<file path="src/rtl/alu_round_stage_pkg.sv">
// Shared constants for the ALU output stage: opcode encodings, flag bit
// positions and the default datapath widths.
package alu_pkg;

  localparam int DATA_W = 16;
  localparam int PROD_W = 32;

  typedef enum logic [1:0] {
    SEL_ADD = 2'b00,
    SEL_SUB = 2'b01,
    SEL_MUL = 2'b10,
    SEL_SHF = 2'b11
  } sel_e;

  // out_flags = {sat, rnd_up, carry, ovf}
  localparam int FLG_OVF   = 0;
  localparam int FLG_CARRY = 1;
  localparam int FLG_RND   = 2;
  localparam int FLG_SAT   = 3;
  localparam int FLG_W     = 4;

endpackage

</file>
<file path="src/rtl/alu_round_stage_if.sv">
// Handshake bus between the ALU, the round stage and its consumer.
// slave = the stage itself, master = the driving/consuming environment.
interface alu_round_stage_if #(
  parameter int DATA_W = alu_pkg::DATA_W,
  parameter int PROD_W = alu_pkg::PROD_W
);
  import alu_pkg::*;

  logic              in_valid;
  logic              in_ready;
  logic [1:0]        in_sel;
  logic [DATA_W-1:0] in_y1;
  logic [PROD_W-1:0] in_y2;
  logic [DATA_W-1:0] in_y3;
  logic              in_cout;
  logic              in_carry_out;
  logic              in_m;
  logic              out_valid;
  logic              out_ready;
  logic [DATA_W-1:0] out_data;
  logic [DATA_W-1:0] out_aux;
  logic [FLG_W-1:0]  out_flags;

  modport slave (
    input  in_valid, in_sel, in_y1, in_y2, in_y3, in_cout, in_carry_out, in_m,
    input  out_ready,
    output in_ready, out_valid, out_data, out_aux, out_flags
  );

  modport master (
    output in_valid, in_sel, in_y1, in_y2, in_y3, in_cout, in_carry_out, in_m,
    output out_ready,
    input  in_ready, out_valid, out_data, out_aux, out_flags
  );

endinterface

</file>
<file path="src/rtl/alu_round_stage_round_sat.sv">
// Combinational product reduction: drop FRAC_W fraction bits with
// round-half-even, then either clip to all-ones or wrap on overflow.
module round_sat #(
  parameter int DATA_W = 16,
  parameter int PROD_W = 32,
  parameter int FRAC_W = 8,
  parameter int SAT_EN = 1
) (
  input  logic [PROD_W-1:0] prod_i,
  output logic [DATA_W-1:0] data_o,
  output logic              rnd_up_o,
  output logic              sat_o
);

  localparam int QW = PROD_W - FRAC_W;

  logic [QW-1:0] q;
  logic [QW:0]   q2;
  logic          rnd;
  logic          ovf;

  assign q = prod_i[PROD_W-1:FRAC_W];

  // round bit is the msb of the discarded field, sticky is the OR of the rest
  if (FRAC_W == 0) begin : g_trunc
    assign rnd = 1'b0;
  end else if (FRAC_W == 1) begin : g_f1
    assign rnd = prod_i[0] & q[0];
  end else begin : g_fn
    assign rnd = prod_i[FRAC_W-1] & ((|prod_i[FRAC_W-2:0]) | q[0]);
  end

  // one extra bit so the rounding carry out of q is never lost
  assign q2  = {1'b0, q} + {{QW{1'b0}}, rnd};
  assign ovf = |q2[QW:DATA_W];

  assign sat_o    = (SAT_EN != 0) & ovf;
  assign data_o   = sat_o ? {DATA_W{1'b1}} : q2[DATA_W-1:0];
  assign rnd_up_o = rnd;

endmodule

</file>
<file path="src/rtl/alu_round_stage.sv">
// Two-stage registered output stage after the ALU. S1 selects/rounds the
// ALU result, S2 is the output register; a saturating counter tracks
// clipped products leaving the stage.
module alu_round_stage
  import alu_pkg::*;
#(
  parameter int DATA_W = alu_pkg::DATA_W,
  parameter int PROD_W = alu_pkg::PROD_W,
  parameter int FRAC_W = 8,
  parameter int SAT_EN = 1,
  parameter int CNT_W  = 8
) (
  input  logic             clk,
  input  logic             rst,
  alu_round_stage_if.slave bus,
  output logic [CNT_W-1:0] sat_count,
  input  logic             sat_clr
);

  logic              s1_valid_q, s2_valid_q;
  logic [DATA_W-1:0] s1_data_q, s1_aux_q, s2_data_q, s2_aux_q;
  logic [FLG_W-1:0]  s1_flags_q, s2_flags_q;
  logic [DATA_W-1:0] s1_data_d, s1_aux_d;
  logic [FLG_W-1:0]  s1_flags_d;
  logic [CNT_W-1:0]  sat_cnt_q, sat_cnt_d;

  logic [DATA_W-1:0] rs_data;
  logic              rs_rnd, rs_sat;
  logic              adv1, adv2, accept, sat_xfer;

  // ready depends only on pipeline occupancy and out_ready, never on in_valid
  assign adv2     = ~s2_valid_q | bus.out_ready;
  assign adv1     = ~s1_valid_q | adv2;
  assign accept   = bus.in_valid & adv1;
  assign sat_xfer = s2_valid_q & bus.out_ready & s2_flags_q[FLG_SAT];

  round_sat #(
    .DATA_W (DATA_W),
    .PROD_W (PROD_W),
    .FRAC_W (FRAC_W),
    .SAT_EN (SAT_EN)
  ) u_round_sat (
    .prod_i   (bus.in_y2),
    .data_o   (rs_data),
    .rnd_up_o (rs_rnd),
    .sat_o    (rs_sat)
  );

  // S1 result select; fields the opcode does not use stay 0
  always_comb begin
    s1_data_d  = '0;
    s1_aux_d   = '0;
    s1_flags_d = '0;
    case (sel_e'(bus.in_sel))
      SEL_ADD: begin
        s1_data_d             = bus.in_y1;
        s1_flags_d[FLG_CARRY] = bus.in_cout;
      end
      SEL_SUB: begin
        s1_data_d             = bus.in_y1;
        s1_flags_d[FLG_CARRY] = bus.in_carry_out;
        s1_flags_d[FLG_OVF]   = bus.in_m;
      end
      SEL_MUL: begin
        s1_data_d           = rs_data;
        s1_flags_d[FLG_RND] = rs_rnd;
        s1_flags_d[FLG_SAT] = rs_sat;
      end
      SEL_SHF: begin
        s1_data_d = bus.in_y1;
        s1_aux_d  = bus.in_y3;
      end
      default: ;
    endcase
  end

  // S1 register: loads on accept, empties when S2 takes its content
  always_ff @(posedge clk or posedge rst) begin
    if (rst) begin
      s1_valid_q <= 1'b0;
      s1_data_q  <= '0;
      s1_aux_q   <= '0;
      s1_flags_q <= '0;
    end else if (adv1) begin
      s1_valid_q <= accept;
      if (accept) begin
        s1_data_q  <= s1_data_d;
        s1_aux_q   <= s1_aux_d;
        s1_flags_q <= s1_flags_d;
      end
    end
  end

  // S2 output register: holds while the consumer stalls
  always_ff @(posedge clk or posedge rst) begin
    if (rst) begin
      s2_valid_q <= 1'b0;
      s2_data_q  <= '0;
      s2_aux_q   <= '0;
      s2_flags_q <= '0;
    end else if (adv2) begin
      s2_valid_q <= s1_valid_q;
      if (s1_valid_q) begin
        s2_data_q  <= s1_data_q;
        s2_aux_q   <= s1_aux_q;
        s2_flags_q <= s1_flags_q;
      end
    end
  end

  // saturating clip counter; clear has priority over a coincident increment
  always_comb begin
    sat_cnt_d = sat_cnt_q;
    if (sat_clr)
      sat_cnt_d = '0;
    else if (sat_xfer && !(&sat_cnt_q))
      sat_cnt_d = sat_cnt_q + CNT_W'(1);
  end

  // counter state
  always_ff @(posedge clk or posedge rst) begin
    if (rst) sat_cnt_q <= '0;
    else     sat_cnt_q <= sat_cnt_d;
  end

  assign bus.in_ready  = adv1;
  assign bus.out_valid = s2_valid_q;
  assign bus.out_data  = s2_data_q;
  assign bus.out_aux   = s2_aux_q;
  assign bus.out_flags = s2_flags_q;
  assign sat_count     = sat_cnt_q;

endmodule
</file>
<file path="src/flat_wrapper.sv">
// flat-port wrapper written by rule: the top's interface ports become plain ports
module alu_round_stage_flat import alu_pkg::*;
#(
  parameter int DATA_W = alu_pkg::DATA_W,
  parameter int PROD_W = alu_pkg::PROD_W,
  parameter int FRAC_W = 8,
  parameter int SAT_EN = 1,
  parameter int CNT_W  = 8
)
  (clk, rst, sat_count, sat_clr, bus_in_valid, bus_in_sel, bus_in_y1, bus_in_y2, bus_in_y3, bus_in_cout, bus_in_carry_out, bus_in_m, bus_out_ready, bus_in_ready, bus_out_valid, bus_out_data, bus_out_aux, bus_out_flags);
  alu_round_stage_if #(.DATA_W(DATA_W), .PROD_W(PROD_W)) bus_i ();
  input  logic clk;
  input  logic rst;
  output logic [CNT_W-1:0] sat_count;
  input  logic sat_clr;
  input wire logic [$bits(bus_i.in_valid)-1:0] bus_in_valid;
  input wire logic [$bits(bus_i.in_sel)-1:0] bus_in_sel;
  input wire logic [$bits(bus_i.in_y1)-1:0] bus_in_y1;
  input wire logic [$bits(bus_i.in_y2)-1:0] bus_in_y2;
  input wire logic [$bits(bus_i.in_y3)-1:0] bus_in_y3;
  input wire logic [$bits(bus_i.in_cout)-1:0] bus_in_cout;
  input wire logic [$bits(bus_i.in_carry_out)-1:0] bus_in_carry_out;
  input wire logic [$bits(bus_i.in_m)-1:0] bus_in_m;
  input wire logic [$bits(bus_i.out_ready)-1:0] bus_out_ready;
  output wire logic [$bits(bus_i.in_ready)-1:0] bus_in_ready;
  output wire logic [$bits(bus_i.out_valid)-1:0] bus_out_valid;
  output wire logic [$bits(bus_i.out_data)-1:0] bus_out_data;
  output wire logic [$bits(bus_i.out_aux)-1:0] bus_out_aux;
  output wire logic [$bits(bus_i.out_flags)-1:0] bus_out_flags;
  assign bus_i.in_valid = bus_in_valid;
  assign bus_i.in_sel = bus_in_sel;
  assign bus_i.in_y1 = bus_in_y1;
  assign bus_i.in_y2 = bus_in_y2;
  assign bus_i.in_y3 = bus_in_y3;
  assign bus_i.in_cout = bus_in_cout;
  assign bus_i.in_carry_out = bus_in_carry_out;
  assign bus_i.in_m = bus_in_m;
  assign bus_i.out_ready = bus_out_ready;
  assign bus_in_ready = bus_i.in_ready;
  assign bus_out_valid = bus_i.out_valid;
  assign bus_out_data = bus_i.out_data;
  assign bus_out_aux = bus_i.out_aux;
  assign bus_out_flags = bus_i.out_flags;
  alu_round_stage #(.DATA_W(DATA_W), .PROD_W(PROD_W), .FRAC_W(FRAC_W), .SAT_EN(SAT_EN), .CNT_W(CNT_W)) u_core (.clk(clk), .rst(rst), .bus(bus_i), .sat_count(sat_count), .sat_clr(sat_clr));
endmodule
</file>
<file path="config.mk">
export PLATFORM = sky130hd
export DESIGN_NAME = alu_round_stage_flat
export DESIGN_NICKNAME = d
export VERILOG_FILES = /design/src/rtl/alu_round_stage_pkg.sv /design/src/rtl/alu_round_stage_if.sv /design/src/rtl/alu_round_stage_round_sat.sv /design/src/rtl/alu_round_stage.sv /design/src/flat_wrapper.sv
export SDC_FILE = /design/constraint.sdc
export NUM_CORES = 1
export LEC_CHECK = 0
export CORE_AREA = 2 2 108 110
export CTS_CLUSTER_DIAMETER = 100
export CTS_CLUSTER_SIZE = 10
export DETAILED_ROUTE_END_ITERATION = 7
export DIE_AREA = 0 0 110 112
export PLACE_DENSITY_LB_ADDON = 0.12
export SYNTH_ARGS = -nofsm -noshare
export SYNTH_HDL_FRONTEND = slang
export SYNTH_SLANG_ARGS = --single-unit
export TNS_END_PERCENT = 100
</file>
<file path="constraint.sdc">
create_clock -name clk -period 4.2 [get_ports clk]
set_clock_uncertainty 0.2 [all_clocks]
set_input_delay 0.84 -clock clk [delete_from_list [all_inputs] [get_ports clk]]
set_output_delay 0.84 -clock clk [all_outputs]
set_load 0.005 [all_outputs]
</file>
# Word level (Yosys, flattened, before mapping)
# Cells that the tools add are included.
# totals
register_bits,82
in_bits,74
out_inout_bits,46
# op_classes
n_addsub,2
eq_ne,3
mux,8
n_bitwise,9
reduce_logical,10
# op_table
op,count
2-to-1 mux 16 bit,2
one-hot mux 16 bit (2 select lines),1
adder 24 x 1 -> 25 bit,1
2-to-1 mux 8 bit,2
OR reduction 9 bit,1
adder 8 x 1 -> 8 bit (second input constant),1
AND reduction 8 bit,1
OR reduction 7 bit,1
AND 1 bit,4
equality test 2 bit (second input constant),2
AND reduction 2 bit,2
bitwise OR 1 bit,3
OR reduction 3 bit,1
equality test 2 x 1 -> 1 bit (second input constant),1
logical NOT 2 bit,1
2-to-1 mux 2 bit,1
inverter 1 bit,2
one-hot mux 1 bit (2 select lines),1
nonzero test 2 bit,1
logical AND 1 bit,1
logical NOT 1 bit,1
2-to-1 mux 1 bit,1

# Depth between registers and ports, before layout
# Gate-level depths: netlist of the first run.
# depth
depth_word,7
depth_mapped,10

# Hierarchy
# A second synthesis of the first run with hierarchy kept.
# hier_totals
cells_unflattened,378
hier_area_um2,4083.9
# modules_own_cells
module,instances,cells_per_inst,area_per_inst_um2,seq_area_each_um2
alu_round_stage,1,285,3394.5,2052.0
round_sat,1,93,689.4,0.0

# Least setup slack after synthesis of the first run
# No wires, ideal clock.
# synth_timing
kind,input to register
start,input bus_in_y2[7]
end,register u_core.s1_data_q[0]
setup_time_ns,0.141
arrival_time_ns,2.696
slack_ns,1.163
cell_stages,10
n_path_buf,2
path_cell_list,and2_1 -> ha_1 -> nand2_1 -> or4_1 -> clkbuf_1 -> nor2_1 -> nand4_1 -> a221oi_4 -> buf_6 -> a31oi_1
# synth_between
elab_chain_len,5
# synth_rtl
element,line_no,rtl
from (decl),flat_wrapper.sv:19,input wire logic [$bits(bus_i.in_y2)-1:0] bus_in_y2;
AND 1 bit *,alu_round_stage_round_sat.sv:30,assign rnd = prod_i[FRAC_W-1] & ((|prod_i[FRAC_W-2:0]) | q[0]);
adder 24 x 1 -> 25 bit *,alu_round_stage_round_sat.sv:34,"assign q2 = {1'b0, q} + {{QW{1'b0}}, rnd};"
OR reduction 9 bit,alu_round_stage_round_sat.sv:35,assign ovf = |q2[QW:DATA_W];
2-to-1 mux 16 bit *,alu_round_stage_round_sat.sv:38,assign data_o = sat_o ? {DATA_W{1'b1}} : q2[DATA_W-1:0];
one-hot mux 16 bit (2 select lines) *,alu_round_stage.sv:54,case (sel_e'(bus.in_sel))
to (signal assigned),alu_round_stage.sv:87,s1_data_q <= s1_data_d;
to (decl),alu_round_stage.sv:21,"logic [DATA_W-1:0] s1_data_q, s1_aux_q, s2_data_q, s2_aux_q;"
# Mark *: on every way between the ends. The rest lies on a longest branch, timed or not.
# A chain may end at the register's enable or synchronous reset.

# Worst setup path in the final report of the first run
# layout_timing
start,input bus_in_y2[8]
end,register u_core.s1_data_q[6]
# layout_between
elab_chain_len,6
# layout_rtl
element,line_no
bitwise OR 1 bit,alu_round_stage_round_sat.sv:30
AND 1 bit,alu_round_stage_round_sat.sv:30
adder 24 x 1 -> 25 bit *,alu_round_stage_round_sat.sv:34
OR reduction 9 bit,alu_round_stage_round_sat.sv:35
2-to-1 mux 16 bit *,alu_round_stage_round_sat.sv:38
one-hot mux 16 bit (2 select lines) *,alu_round_stage.sv:54
# Marked as above.

==> out/metrics.csv, run 1 <==
metric;value;unit
outcome;completed;
Routed WL;9.83;mm
min Tclk post-route;3.31;ns
crit path kind;primary input to flip-flop;
gr ovfl total;0;
mean area per synthesized cell;10.7;sq um
Antenna Cells;0;
vias in the first global route;3146;
Die W;110;um
Worst Path Required;4.21;ns
Tot GR Track Use;0.169;
final hold vios;0;
Die ar.;12300;sq um
crit end category;flip-flop;
Syn Inst Count;354;
Yosys top cell by area;dfrtp_1;
Critical Path Start Type;primary input;
relative slew slack;0.352;
Leakage Power;2.28;nW
maxcap violations;0;
RSZ-0062 raised after global routing;false;
mapped cell area;3790;sq um
starting density of the core;0.340;
final slew viol count;0;
Post-CTS Hold Fix Bufs;0;
fin crit share;0.788;
HP Class;flip-flop to flip-flop;
EDFF count, synth;0;
Final HPWL DP;6.87;mm
H-tree levels;3;
Reg2Reg Setup Slack;2.03;ns
Seq cells post-synth;82;
Cell Pwr Density;410;nW/um^2
worst vdd ir;0.000175;V
Post-synth ARST share;1.00;
Max Fclk;0.302;GHz
synthesized net count;430;
setup violators final;0;
Post-synth top cells;dfrtp_1 (82), nand2_1 (49), mux2_2 (36), nand3_1 (28);
gpl congestion;0.790;
TNS Setup;0;ns
residual DRC count;0;
CTS tree;done;
CP peak stage delay;0.52;ns
routed len/inst;15.8;um
critical path arrival;3.32;ns
top_reg_cell synth;dfrtp_1;
Max FO, Critical Path;17;
number of setup buffers added after CTS;0;
cell repeated most along the worst path;nand2_1;
first-pass GRT wire length;15.9;mm
Port Buffers;119;
Rows;39;
Final nets;550;
CTS root buffer;clkbuf_16;
worst slew pin tran;0.969;ns
CTS Buf Count;9;
Core Box Area;11200;sq um
top post-synthesis cells by area;dfrtp_1 (54%), mux2_2 (11%), nand2_1 (4.8%), nand3_1 (3.7%), xor2_1 (3.5%);
boundary pin count;120;
sequential share of the synthesized area;0.541;
Hold Slack;0.266;ns
area growth from synthesis to layout;44.5;%
Worst-path clk slew;0.07;ns
CP Cell Sequence;clkdlybuf4s50_1, and2_1, ha_1, nand2_1, or4_1, nor3_1, nand2_1, a221oi_4, buf_4, a31oi_1;
Resize count post-CTS;0;
Netlist cell types;35;
area share of the largest cell type after synthesis;0.541;
DR iter-0 viols;123;
most frequent cell after synthesis;dfrtp_1;
vias;3115;
clk buf depth;2;
share of cells above drive strength 1;0.132;
largest net degree at the start of global routing;55;
Yosys warning total;0;
Die Height;112;um
drt via density;5.01;
Clock Latency Late Sink;0.34;ns
Antenna Nets Post-Route;0;
CP max stage cell;clkdlybuf4s50_1;
CTS sink count;82;
initial antenna violation count;0;
1st-pass router iterations;5;
## worst paths after layout
check / cells after the start / end / startpoint
max reg2reg: 6 / u_core.sat_count[6]$_DFFE_PP0P_ / u_core.sat_count[0]$_DFFE_PP0P_
min in group asynchronous: 2 / u_core.bus.out_aux[15]$_DFFE_PP0P_ / rst
max: 10 / u_core.s1_data_q[6]$_DFFE_PP0P_ / bus_in_y2[8]
min reg2reg: 2 / u_core.s1_aux_q[6]$_DFFE_PP0P_ / u_core.s1_aux_q[6]$_DFFE_PP0P_
min: 2 / u_core.s1_aux_q[6]$_DFFE_PP0P_ / u_core.s1_aux_q[6]$_DFFE_PP0P_
max in group asynchronous: 3 / u_core.s1_aux_q[13]$_DFFE_PP0P_ / rst
## cells in the final DEF (no fill, tap or decap)
cell type and n:
o211a_1 1, nor2_1 13, buf_4 8, or3_1 17
clkinv_2 1, mux2i_1 3, clkbuf_16 9, a31oi_1 16
xnor2_1 8, a221oi_4 1, nand2_2 1, inv_6 5
nor2b_1 1, a31o_1 1, o21ai_1 2, o31ai_1 3
a22o_1 1, and3_1 3, nor4_1 6, nor3_1 4
ha_1 2, and4_1 2, nand3b_1 1, nand2b_1 4
bufinv_16 2, or4_1 1, nand4_1 9, clkdlybuf4s50_1 119
nand2_1 48, dfrtp_1 82, o21ai_0 17, nand3_1 28
a21boi_0 1, xor2_1 15, mux2_2 36, a21oi_1 3
and2_1 4, o21bai_1 1
## report_power, final
group | total (mW) | leakage (nW) | internal, mW | switching, mW
sequential | 0.943 | 1.01 | 0.889 | 0.0534
clock | 0.881 | 0.162 | 0.532 | 0.349
combinational | 0.423 | 1.10 | 0.262 | 0.161
total | 2.25 | 2.28 | 1.68 | 0.563
## registers in the layout (all words and copies together), names as in the netlist
signal	flops
u_core.bus.out_aux	16
u_core.bus.out_data	16
u_core.bus.out_flags	4
u_core.bus.out_valid	1
u_core.s1_aux_q	16
u_core.s1_data_q	16
u_core.s1_flags_q	4
u_core.s1_valid_q	1
u_core.sat_count	8
## cells by family after synthesis
kind of cell    count (synthesis)  synth area share
buf+inv                        19            0.0208
mux                            39             0.115
simple gates                  142             0.185
xor+xnor                       23            0.0531
fa+ha+maj                       2           0.00659
flops                          82             0.541
compound gates                 47            0.0795
## worst max-delay path, delay by kind of cell
kind | cells | cell delay [ns]
fa+ha+maj | 1 | 0.20
buf+inv | 2 | 0.80
compound gates | 2 | 0.39
simple gates | 5 | 1.09
## final cells by class
class | count | area (sq um)
Sequential cell | 82 | 2050
Tap cell | 143 | 179
Clock buffer | 9 | 225
Fill cell | 1044 | 5690
Clock inverter | 7 | 104
Multi-Input combinational cell | 253 | 1670
Inverter | 1 | 5.00
Timing Repair Buffer | 127 | 1250
## through the flow
| step | setup WS (ns) | instance area, sq um | cells | util | power, mW |
|---|---|---|---|---|---|
| after floorplan | 1.05 | 3790 | 354 | - | 1.12 |
| after global placement | 0.603 | 5150 | 606 | 0.461 | 1.38 |
| after detailed placement | 0.538 | 5150 | 606 | 0.461 | 1.39 |
| after CTS | 0.887 | 5480 | 622 | 0.491 | 2.28 |
| after global routing | 0.695 | 5480 | 622 | 0.491 | 2.36 |
| final | 0.889 | 5480 | 622 | 0.491 | 2.25 |
## layer usage
layer / vias to the layer above / GRT usage / part of all wire
li1: 1508 / - / -
met1: 1510 / 0.227 / 0.46
met2: 86 / 0.268 / 0.48
met3: 11 / 0.0410 / 0.051
met4: 0 / 0.0515 / 0.014
met5: - / 0 / 0
Power figures use the tool's default switching activity.
==> run 2, diff against run 1 <==
==> constraint.sdc (replaced) <==
create_clock -name clk -period 3.4 [get_ports clk]
set_clock_uncertainty 0.2 [all_clocks]
set_input_delay 0.68 -clock clk [delete_from_list [all_inputs] [get_ports clk]]
set_output_delay 0.68 -clock clk [all_outputs]
set_load 0.005 [all_outputs]
==> out/metrics.csv, run 2 (same netlist as run 1, synthesis figures left out) <==
metric;value;unit
number of setup buffers added after CTS;0;
Die W;110;um
maxcap violations;0;
Worst-path clk slew;0.06;ns
RSZ-0062 raised after global routing;false;
outcome;completed;
drt via density;4.97;
CP max stage cell;or4_1;
Die ar.;12300;sq um
Psw;661;uW
CTS Buf Count;9;
Worst Path Required;3.41;ns
Hold Slack;0.264;ns
Max Fclk;0.326;GHz
Max FO, Critical Path;17;
CTS root buffer;clkbuf_16;
sequential power share;0.443;
Pint;1.97;mW
first-pass GRT wire length;16.1;mm
Comb pwr share;0.203;
Finished Layout Cells;627;
Critical Path Start Type;primary input;
clk buf depth;2;
critical path arrival;3.08;ns
worst vdd ir;0.000227;V
Tot GR Track Use;0.170;
initial antenna violation count;0;
crit path kind;primary input to flip-flop;
final hold vios;0;
Antenna Nets Post-Route;0;
design area;5510;sq um
Final nets;555;
Placed Area;5220;sq um
area growth from synthesis to layout;45.1;%
Cell Pwr Density;477;nW/um^2
Core Box Area;11200;sq um
most frequent cells in the layout;clkdlybuf4s50_1 (119), dfrtp_1 (82), nand2_1 (48), mux2_2 (36), nand3_1 (28);
final slew viol count;0;
Finished Core Util;0.493;
gr ovfl total;0;
CTS tree;done;
DR iter-0 viols;141;
Resize count post-CTS;0;
gpl congestion;0.759;
Die Height;112;um
Leakage Power;2.28;nW
fin crit share;0.903;
H-tree levels;3;
residual DRC count;0;
Clock Latency Late Sink;0.34;ns
routed len/inst;15.7;um
HP Class;flip-flop to flip-flop;
Rows;39;
starting density of the core;0.340;
Antenna Cells;0;
vias in the first global route;3193;
Routed WL;9.83;mm
share of cells above drive strength 1;0.140;
Reg2Reg Setup Slack;1.22;ns
relative slew slack;0.290;
setup violators final;0;
CP peak stage delay;0.53;ns
clock power share;0.354;
Port Buffers;119;
largest net degree at the start of global routing;69;
commonest non-fill, non-tap cell in the layout;clkdlybuf4s50_1;
1st-pass router iterations;4;
crit end category;flip-flop;
worst slew pin tran;1.06;ns
CP Cell Sequence;clkdlybuf4s50_1, and2_1, ha_1, nand2_1, or4_1, nor3_1, nand2_1, a221oi_4, buf_12, a31oi_1;
switch share;0.251;
TNS Setup;0;ns
Post-CTS Hold Fix Bufs;0;
cell repeated most along the worst path;nand2_1;
min Tclk post-route;3.07;ns
dpl cells;611;
boundary pin count;120;
Final HPWL DP;6.80;mm
CTS sink count;82;
vias;3118;
==> run 2: changes by cell type in the layout (fill, tap and decap cells not counted) <==
cell        delta
clkinvlp_4     +2
clkinv_2       +1
clkbuf_8       +2
bufinv_16      -2
buf_12         +2
clkinv_4       +1
buf_4          +3
inv_6          -4
==> run 2: routing by layer <==
metal / vias up / global-route usage / routed length [um]
met3: 8 / 0.0474 / 432
met5: - / 0 / 0
li1: 1517 / - / -
met2: 83 / 0.274 / 4760
met4: 0 / 0.0439 / 93
met1: 1510 / 0.225 / 4550
==> run 2: path summary, 6_finish.rpt <==
check | from | end | cells past startpoint
min | u_core.s1_aux_q[4]$_DFFE_PP0P_ | u_core.s1_aux_q[4]$_DFFE_PP0P_ | 2
max | bus_in_y2[7] | u_core.s1_data_q[3]$_DFFE_PP0P_ | 10
max in group asynchronous | rst | u_core.bus.out_flags[1]$_DFFE_PP0P_ | 3
min in group asynchronous | rst | u_core.sat_count[5]$_DFFE_PP0P_ | 2
min reg2reg | u_core.s1_aux_q[4]$_DFFE_PP0P_ | u_core.s1_aux_q[4]$_DFFE_PP0P_ | 2
max reg2reg | u_core.sat_count[0]$_DFFE_PP0P_ | u_core.sat_count[6]$_DFFE_PP0P_ | 6
==> run 2: cell type report <==
cell class	instances	area [sq um]
Inverter	1	5.00
Clock inverter	5	37.5
Tap cell	143	179
Multi-Input combinational cell	253	1670
Clock buffer	11	253
Timing Repair Buffer	132	1310
Fill cell	1066	5670
Sequential cell	82	2050
==> run 2: worst max-delay path: cells and delay by family <==
kind	cells	cell delay [ns]
AOI/OAI and AO/OA	2	0.41
buffers and inverters	2	0.67
and+or+nand+nor	5	1.11
adders and majority gates	1	0.19
==> run 2: power by group through the flow <==
stage	Clock, mW	Combinational, mW	Sequential, mW
after global placement	0	0.535	1.18
after CTS	0.960	0.543	1.17
final	0.930	0.533	1.16
after detailed placement	0	0.541	1.18
after global routing	1.00	0.581	1.18
after floorplan	0	0.205	1.18
==> run 2: through the flow <==
| stage | power, mW | worst slack (ns) |
|---|---|---|
| floorplan | 1.38 | 0.412 |
| global placement | 1.72 | 0.0518 |
| detailed placement | 1.72 | -0.00845 |
| CTS | 2.67 | 0.342 |
| global route | 2.77 | 0.196 |
| finish | 2.63 | 0.331 |
==> RTL change (settings of run 2) <==
Register the output `sat_count` once more, cleared by the reset; this adds one clock of latency there. The other outputs are not delayed to match.
--- a/src/rtl/alu_round_stage.sv
+++ b/src/rtl/alu_round_stage.sv
@@ -130,3 +130,9 @@
   assign bus.out_flags = s2_flags_q;
-  assign sat_count     = sat_cnt_q;
+  always_ff @(posedge clk or posedge rst) begin
+    if (rst) begin
+      sat_count <= '0;
+    end else begin
+      sat_count <= sat_cnt_q;
+    end
+  end
 
Formal check against the unedited RTL: not equivalent (a bounded check fails within 4 cycles, from zero or initial values and one cycle with rst high).
==> RTL change against run 2 <==
  * Sequential cell count up 8
  * Combinational power up 8.1%
  * Synthesized area increased by 7.5%
  * Setup slack got worse by 140 ps
  * Wire length is 2.1% lower
  * Non-clock buffer count up 25
  * Total power increased by 12%
  * Cell area is 9.9% higher
  * Critical endpoint is now u_core.s1_data_q[1]
==> RTL change: results (changes against run 2) <==
- Max Fclk: 0.3116 GHz (-4.4%)
- DP HPWL: 7.250 mm (+6.6%)
- Root buf cell: clkbuf_16
- Slowest CP cell: or4_4
- Reg-to-reg setup timing slack: 1260 ps (+40 ps)
- Worst-Skew Late Latency: 340 ps (about the same)
- Synth cell count leaders: dfrtp_1 (90), nand2_1 (52), nor2_1 (43), mux2_2 (36), a21oi_1 (24)
- DRT iter0 DRCs: 101 (-28%)
- CP peak stage delay: 560 ps (+30 ps)
- Worst min path class: reg2reg
- Post-synthesis async set-or-reset flop share: 1.000 (unchanged)
- CTS H-tree lvls: 3 (unchanged)
- Total GRT Usage: 0.1652 (-0.004991)
- CTS max path bufs: 2 (unchanged)
- Net Count, Synth: 458 (+6.5%)
- Drt first pass iters: 4 (unchanged)
- Place WS: -638.9 ps (-630.4 ps)
- Maximum VDD drop: 0.0002213 V (-2.6%)
- Largest net degree at the start of global routing: 45 (-35%)
- CTS Buf Count: 9 (unchanged)
- CP top delay family: simple AND/OR/NAND/NOR gates
- Global-route wire length before repair: 15.88 mm (-1.1%)
- Layout cell share with drive strength beyond 1: 0.2007 (+0.06025)
- Outcome: complete, no violations
- PortBufs: 119 (unchanged)
- Critical Path AT: 3230 ps (+150 ps)
- Worst Tran Pin Value: 752.1 ps (-310.4 ps)
- Crit-path max FO: 15 (-2)
- Syn. warnings: 0 (unchanged)
- Diode count: 0 (unchanged)
- Fin nets: 609 (+9.7%)
- Sequential fraction of the synthesis area: 0.5521 (+0.01143)
- Reg clk slew, reported paths: 60 ps (about the same)
- Placed Area: 5698 µm² (+9.2%)
- Post-synthesis cell type count: 42 (+20%)
- GPL Wtd Cong: 0.8642 (+14%)
- Detailed Route WL: 9.628 mm (-2.1%)
- P_leak: 2.623 nW (+15%)
- Initial antenna violation count: 0 (unchanged)
- Number of global-route vias before repair: 3348 (+4.9%)
- Worst hold margin: 227.9 ps (-35.70 ps)
- Area contributors post-synth: dfrtp_1 (55%), mux2_2 (9.9%), nand2_1 (4.8%)
- Via/cell ratio: 4.818 (-3.1%)
==> RTL change: cell count changes in the layout (fill, tap and decap cells not counted), sizes merged, moves of 3 or more <==
cell	delta
dfrtp	+8
nand2	+3
a21oi	+31
nand3	-18
buf	+25
and3	+4
or3	-15
nor2	+30
a31oi	-16
==> RTL change: worst paths after layout <==
| kind | startpoint | to | depth (start not counted) |
|---|---|---|---|
| worst max-delay path | bus_in_y2[8] | u_core.s1_data_q[1] | 10 |
| worst min-delay path | u_core.sat_cnt_q[5] | u_core.sat_count[5] | 0 |
| worst max register to register | u_core.sat_cnt_q[0] | u_core.sat_cnt_q[5] | 6 |
| worst min register to register | u_core.sat_cnt_q[5] | u_core.sat_count[5] | 0 |
| max in group asynchronous | rst | u_core.sat_count[6] | 3 |
| min in group asynchronous | rst | u_core.bus.out_valid | 2 |
==> RTL change: repair_timing <==
item,CTS,global route
buffers inserted,1,0
resized for setup,0,1
pin swaps,1,0
setup endpoints to repair,15,5
==> RTL change: metrics by stage <==
stage	cells	power, mW
global placement	664	1.871
global route	681	3.091
CTS	681	2.976
floorplan	382	1.511
detailed placement	664	1.882
finish	681	2.933
==> RTL change: layout make-up <==
class                   instances  area, µm²
clock buffers                  12      256.5
flip-flops and latches         90       2252
clock inverters                 4      73.82
repair buffers                157       1526
inverters                       4      16.27
fillers                      1030       5122
multi-input cells             271       1748
well taps                     143      178.9
==> RTL change: worst reg2reg max path, delay by kind of cell, from the launching register on <==
| kind | cells | cell delay, ps |
|---|---|---|
| AND/OR/NAND/NOR | 3 | 710 |
| AO/OA/AOI/OAI | 2 | 470 |
| flip-flops | 1 | 420 |
| adder cells (fa/ha/maj) | 1 | 250 |
==> RTL change: cells by family (layout without fill, tap and decap cells) <==
kind of cell,Yosys count,count (layout),share of synthesized area
XOR/XNOR,20,20,0.04295
adder cells (fa/ha/maj),2,2,0.006134
buffers and inverters,21,177,0.02147
multiplexers,38,38,0.1043
AND/OR/NAND/NOR,144,144,0.1690
AO/OA/AOI/OAI,67,67,0.1040
flip-flops,90,90,0.5521
==> RTL change: power breakdown <==
| group | leakage, nW | internal, mW | switching, mW |
|---|---|---|---|
| sequential | 1.16 | 1.20 | 0.0736 |
| combinational | 1.30 | 0.362 | 0.214 |
| clock | 0.163 | 0.684 | 0.396 |
==> RTL change: metal layers <==
layer	global-route usage	up-vias	part of all wire
met5	0	-	0
met2	0.2699	84	0.48
li1	-	1632	-
met4	0.05148	0	0.014
met1	0.2139	1556	0.45
met3	0.04157	9	0.052
